--- src/rtl/inst_fetch_pkg.sv ---
// Shared definitions for the instruction fetch stage: FSM encoding,
// MIPS opcode constants and the default reset fetch address.
package inst_fetch_pkg;

  typedef enum logic [1:0] {
    S_IDLE = 2'd0,
    S_REQ  = 2'd1,
    S_DROP = 2'd2
  } fetch_state_t;

  localparam logic [31:0] DEFAULT_RESET_PC = 32'h0000_3000;

  localparam logic [5:0] OP_BEQ   = 6'h04;
  localparam logic [5:0] OP_BNE   = 6'h05;
  localparam logic [5:0] OP_ADDI  = 6'h08;
  localparam logic [5:0] OP_ADDIU = 6'h09;
  localparam logic [5:0] OP_SLTI  = 6'h0A;
  localparam logic [5:0] OP_SLTIU = 6'h0B;
  localparam logic [5:0] OP_ANDI  = 6'h0C;
  localparam logic [5:0] OP_ORI   = 6'h0D;
  localparam logic [5:0] OP_XORI  = 6'h0E;
  localparam logic [5:0] OP_LUI   = 6'h0F;
  localparam logic [5:0] OP_LW    = 6'h23;
  localparam logic [5:0] OP_SW    = 6'h2B;

  function automatic logic [31:0] next_word(input logic [31:0] addr);
    return addr + 32'd4;
  endfunction

endpackage

--- src/rtl/inst_fetch_if.sv ---
// Instruction-memory request/response bus between the fetch stage (master)
// and the instruction memory (slave).
interface inst_fetch_if;
  logic        imem_req;
  logic [31:0] imem_addr;
  logic        imem_ack;
  logic [31:0] imem_rdata;

  modport master (output imem_req, imem_addr, input imem_ack, imem_rdata);
  modport slave  (input imem_req, imem_addr, output imem_ack, imem_rdata);
endinterface

--- src/rtl/inst_fetch_ext_ctrl.sv ---
// Immediate extend-mode decode: arithmetic-immediate, load/store and branch
// opcodes sign-extend, everything else (logical immediates, lui) zero-extends.
module ext_ctrl
  import inst_fetch_pkg::*;
(
  input  logic [5:0] opcode,
  output logic       ext_src
);

  always_comb begin
    ext_src = 1'b0;
    case (opcode)
      OP_ADDI, OP_ADDIU, OP_SLTI, OP_SLTIU,
      OP_LW, OP_SW, OP_BEQ, OP_BNE: ext_src = 1'b1;
      default:                      ext_src = 1'b0;
    endcase
  end

endmodule

--- src/rtl/inst_fetch.sv ---
// Single-slot instruction fetch stage: issues one memory request at a time,
// holds the returned word for decode, and discards responses made stale by a redirect.
module inst_fetch
  import inst_fetch_pkg::*;
#(
  parameter logic [31:0] RESET_PC = DEFAULT_RESET_PC
) (
  input  logic               clk,
  input  logic               rst_n,
  input  logic               stall,
  input  logic               redirect,
  input  logic [31:0]        redirect_pc,
  inst_fetch_if.master       imem,
  output logic               id_valid,
  output logic [31:0]        id_pc,
  output logic [31:0]        id_instr,
  output logic [15:0]        id_imm,
  output logic               id_ext_src
);

  fetch_state_t state, state_nxt;
  logic [31:0]  pc, pc_nxt;
  logic [31:0]  req_addr, req_addr_nxt;
  logic         valid_nxt;
  logic [31:0]  id_pc_nxt, id_instr_nxt;
  logic [31:0]  target;
  logic         unused_pc_bits;

  assign target         = {redirect_pc[31:2], 2'b00};
  assign unused_pc_bits = ^redirect_pc[1:0];

  always_ff @(posedge clk or negedge rst_n) begin
    if (!rst_n) begin
      state    <= S_IDLE;
      pc       <= RESET_PC;
      req_addr <= RESET_PC;
      id_valid <= 1'b0;
      id_pc    <= '0;
      id_instr <= '0;
    end else begin
      state    <= state_nxt;
      pc       <= pc_nxt;
      req_addr <= req_addr_nxt;
      id_valid <= valid_nxt;
      id_pc    <= id_pc_nxt;
      id_instr <= id_instr_nxt;
    end
  end

  // A new request is only launched once the slot is free or being consumed,
  // so the slot is always empty while a request is outstanding.
  always_comb begin
    state_nxt    = state;
    pc_nxt       = pc;
    req_addr_nxt = req_addr;
    valid_nxt    = id_valid;
    id_pc_nxt    = id_pc;
    id_instr_nxt = id_instr;

    if (redirect || (id_valid && !stall)) valid_nxt = 1'b0;

    case (state)
      S_IDLE: begin
        if (redirect) begin
          pc_nxt = target;
        end else if (!id_valid || !stall) begin
          req_addr_nxt = pc;
          state_nxt    = S_REQ;
        end
      end
      S_REQ: begin
        if (redirect) begin
          pc_nxt    = target;
          state_nxt = imem.imem_ack ? S_IDLE : S_DROP;
        end else if (imem.imem_ack) begin
          id_instr_nxt = imem.imem_rdata;
          id_pc_nxt    = req_addr;
          valid_nxt    = 1'b1;
          pc_nxt       = next_word(req_addr);
          state_nxt    = S_IDLE;
        end
      end
      S_DROP: begin
        if (redirect)      pc_nxt    = target;
        if (imem.imem_ack) state_nxt = S_IDLE;
      end
      default: state_nxt = S_IDLE;
    endcase
  end

  assign imem.imem_req  = (state == S_REQ) || (state == S_DROP);
  assign imem.imem_addr = req_addr;
  assign id_imm         = id_instr[15:0];

  ext_ctrl u_ext_ctrl (
    .opcode  (id_instr[31:26]),
    .ext_src (id_ext_src)
  );

endmodule

--- src/flat_wrapper.sv ---
// flat-port wrapper written by rule: the top's interface ports become plain ports
module inst_fetch_flat import inst_fetch_pkg::*;
#(
  parameter logic [31:0] RESET_PC = DEFAULT_RESET_PC
)
  (clk, rst_n, stall, redirect, redirect_pc, id_valid, id_pc, id_instr, id_imm, id_ext_src, imem_imem_req, imem_imem_addr, imem_imem_ack, imem_imem_rdata);
  inst_fetch_if imem_i ();
  input  logic clk;
  input  logic rst_n;
  input  logic stall;
  input  logic redirect;
  input  logic [31:0] redirect_pc;
  output logic id_valid;
  output logic [31:0] id_pc;
  output logic [31:0] id_instr;
  output logic [15:0] id_imm;
  output logic id_ext_src;
  output wire logic [$bits(imem_i.imem_req)-1:0] imem_imem_req;
  output wire logic [$bits(imem_i.imem_addr)-1:0] imem_imem_addr;
  input wire logic [$bits(imem_i.imem_ack)-1:0] imem_imem_ack;
  input wire logic [$bits(imem_i.imem_rdata)-1:0] imem_imem_rdata;
  assign imem_imem_req = imem_i.imem_req;
  assign imem_imem_addr = imem_i.imem_addr;
  assign imem_i.imem_ack = imem_imem_ack;
  assign imem_i.imem_rdata = imem_imem_rdata;
  inst_fetch #(.RESET_PC(RESET_PC)) u_core (.clk(clk), .rst_n(rst_n), .stall(stall), .redirect(redirect), .redirect_pc(redirect_pc), .imem(imem_i), .id_valid(id_valid), .id_pc(id_pc), .id_instr(id_instr), .id_imm(id_imm), .id_ext_src(id_ext_src));
endmodule
--- config.mk ---
export PLATFORM = sky130hd
export DESIGN_NAME = inst_fetch_flat
export DESIGN_NICKNAME = d
export VERILOG_FILES = /design/src/rtl/inst_fetch_pkg.sv /design/src/rtl/inst_fetch_if.sv /design/src/rtl/inst_fetch_ext_ctrl.sv /design/src/rtl/inst_fetch.sv /design/src/flat_wrapper.sv
export SDC_FILE = /design/constraint.sdc
export NUM_CORES = 1
export LEC_CHECK = 0
export CORE_UTILIZATION = 47
export DETAILED_ROUTE_END_ITERATION = 8
export GPL_TIMING_DRIVEN = 0
export HOLD_SLACK_MARGIN = 0.1
export PLACE_DENSITY = 0.91
export SETUP_SLACK_MARGIN = 0.5
export SYNTH_ARGS = -nofsm -noshare
export SYNTH_HDL_FRONTEND = slang
export SYNTH_SLANG_ARGS = --single-unit
--- constraint.sdc ---
create_clock -name clk -period 2.8 [get_ports clk]
set_clock_uncertainty 0.05 [all_clocks]
set_input_delay 0.42 -clock clk [delete_from_list [all_inputs] [get_ports clk]]
set_output_delay 0.42 -clock clk [all_outputs]
set_load 0.02 [all_outputs]
==> metrics.txt <==
die area 13200 um^2; clk root buf clkbuf_16; critical path arrival 2.41 ns; IO Port Bufs 181; drt drc 0; overall routing resource usage 0.258; total gr overflow 0; area growth from synthesis to final layout 45.1%; crit path capture type flop; Placer Congestion 0.849; crit path launch type flop; f_max 459 MHz; worst rel slew slack 0.577; launching point of the worst reg2reg path u_core.state[0]; Ant. Diodes 0; Final nets 779; clock slew at reported path FFs 0.06 ns; Least-Margin Pin Slew 0.634 ns; CTS tree done; fin crit period 2.18 ns; I/O pin count 184; drt pass-1 iters 5; pin count of the biggest net entering global routing 79; commonest non-fill, non-tap cell in the layout clkdlybuf4s50_1; starting density of the core 0.490; endpoints failing setup 0; commonest non-fill, non-tap cells in the layout 178 x clkdlybuf4s50_1, 127 x dfrtp_1, 93 x mux2_2; DIE HEIGHT 115 um; Hold Violations, Final 0; RSZ-0062 raised after global routing no; routed vias/inst 5.48; GR Util met3 0.0727; hold crit path type reg -> reg; Core ar. 12200 um^2; VDD IR max 0.676 mV; Slew Viols, Final 0; # H-tree levels 4; Netlist Area Pre-Place 5980 um^2; Max Cap Viol 0; CP Class reg -> reg; post-synthesis mux area share 0.178; gr busiest metal met2; Required @ worst endpoint 3.03 ns; setup slack after layout 0.622 ns; met1 Usage GRT 0.297; vias in the first global route 5009; leak pwr 0.00367 uW; ratio of cells with drive above 1 in the final layout 0.247; Clock Sinks 131; Ys Warns 0; Post-Synth XOR/XNOR Area 0.0395; syn avg cell area 11.9 um^2; CTS Buf Count 17; total number of vias 4857; largest family of logic cells by synthesized area multiplexers; hold wc startpoint u_core.pc[5]; Antenna Nets Post-Route 0; Tcrit/Tclk final 0.778; cell total after placement 851; Layout Utilization 0.710; Power Dens Cells 1280 nW/um^2; Syn Inst Count 501; synth unique cells 44; DP Worst Slack -0.197 ns; Rows 40; first-pass GRT wire length 25500 um; Synth Net Count 575; Pwr Total 11100 uW; CTS Buffer Depth 2; register bit total from synthesis 131; chip width 115 um; Synth Area in Compound Gates 0.0668; GR Util met2 0.446; Worst Path Max Fanout 10; per-cell routed wire length 18.3 um; drt initial violations 357; Detailed Place HPWL 11600 um; Clock Latency Late Sink 0.41 ns; sequential area share after synthesis 0.549; Crit. Startpoint u_core.state[0]; Synth Area in Adders 0.0105; Post-Layout Cell Count 886; Synth Area in Simple Gates 0.109; Fillers 873; wirelength, routed 16200 um; initial antenna violation count 0; status complete, no violations
## synthesized netlist by cell type, drive strengths merged
| master | n | area share |
|---|---|---|
| dfrtp | 127 | 0.53 |
| mux2 | 93 | 0.18 |
| nand2 | 37 | 0.023 |
| nor2 | 32 | 0.021 |
| buf | 28 | 0.030 |
| o21ai | 27 | 0.023 |
| a21oi | 22 | 0.018 |
| nand3 | 17 | 0.015 |
| xor2 | 15 | 0.022 |
| clkbuf | 13 | 0.012 |
| o22ai | 12 | 0.016 |
| xnor2 | 12 | 0.018 |
| nand4 | 11 | 0.012 |
| nor3 | 10 | 0.013 |
| inv | 6 | 0.0038 |
| ha | 5 | 0.010 |
| o211ai | 5 | 0.0063 |
| and3 | 4 | 0.0046 |
| and4 | 4 | 0.0061 |
| dfstp | 4 | 0.018 |
| nor4 | 3 | 0.0056 |
| and2 | 2 | 0.0021 |
| mux2i | 2 | 0.0033 |
| nand2b | 2 | 0.0021 |
| a22o | 1 | 0.0015 |
| a31oi | 1 | 0.0010 |
| dlymetal6s2s | 1 | 0.0021 |
| nor2b | 1 | 0.0010 |
| o21a | 1 | 0.0013 |
| or2 | 1 | 0.0010 |
| or3 | 1 | 0.0010 |
| or4 | 1 | 0.0019 |
## stage by stage
stage / instance area, um^2 / hold WS, ns / setup TNS, ns
floorplan: 5980 / 0.0744 / 0
detailed placement: 8030 / 0.359 / -0.906
global placement: 8000 / 0.398 / -466.87
CTS: 8630 / 0.431 / 0
finish: 8680 / 0.435 / 0
global route: 8680 / 0.458 / 0
## worst max-delay path, stage by stage, from the launching register on
cell and delay (ns):
dfrtp_1 0.42, inv_1 0.09, ha_1 0.26, or3_1 0.39, clkbuf_1 0.18, clkbuf_2 0.26, a21oi_1 0.27, o22ai_1 0.12
## timing repair
item / in CTS / in global routing
endpoints found under the setup margin: 30 / 55
resized for setup: 6 / 20
buffers inserted: 0 / 2
hold buffers: 1 / 0
endpoints found under the hold margin: 53 / 0
pin swaps: 0 / 1
## cell type report
class	count	area, um^2	share of cell area
timing repair buffer	185	1870	0.215
sequential	131	3280	0.378
inverter	6	22.5	0.00260
buffer	42	279	0.0322
clock buffer	29	541	0.0623
tap	168	210	0.0242
multi-input combinational	322	2430	0.281
clock inverter	3	40.0	0.00461
## report_power, final
part / internal (uW) / leakage (uW) / switching [uW]
clock: 1380 / 0.000288 / 745
combinational: 2690 / 0.00181 / 2620
sequential: 2830 / 0.00157 / 831
## registers in the layout, summed over array words and instances (netlist names)
register / flops
u_core.state: 2
u_core.imem.imem_addr: 32
u_core.id_instr: 32
u_core.id_pc: 32
u_core.id_valid: 1
u_core.pc: 32
## path summary, 6_finish.rpt
check | slack, ns | cells after the start | end
worst max-delay path | 0.62 | 7 | u_core.pc[25]
worst min-delay path | 0.43 | 2 | u_core.pc[5]
worst max register to register | 0.62 | 7 | u_core.pc[25]
worst min register to register | 0.43 | 2 | u_core.pc[5]
max in group asynchronous | 1.43 | 3 | u_core.pc[13]
min in group asynchronous | 0.49 | 2 | u_core.id_instr[4]
## per-layer routing
layer / wire length (um) / vias to the layer above / part of all wire
met5: 0 / - / 0
met4: 525 / 0 / 0.032
met3: 1340 / 48 / 0.083
met2: 8100 / 277 / 0.50
met1: 6270 / 2374 / 0.39
li1: - / 2158 / -
## cell families (layout without fill, tap and decap cells)
logic type                 count (synthesis)  count (layout)
AOI/OAI and AO/OA                         69              69
and+or+nand+nor                          126             126
xor gates and xnor gates                  27              27
buffers and inverters                     48             265
DFF                                      131             131
adders and majority gates                  5               5
muxes                                     95              95
Power figures use the tool's default switching activity.
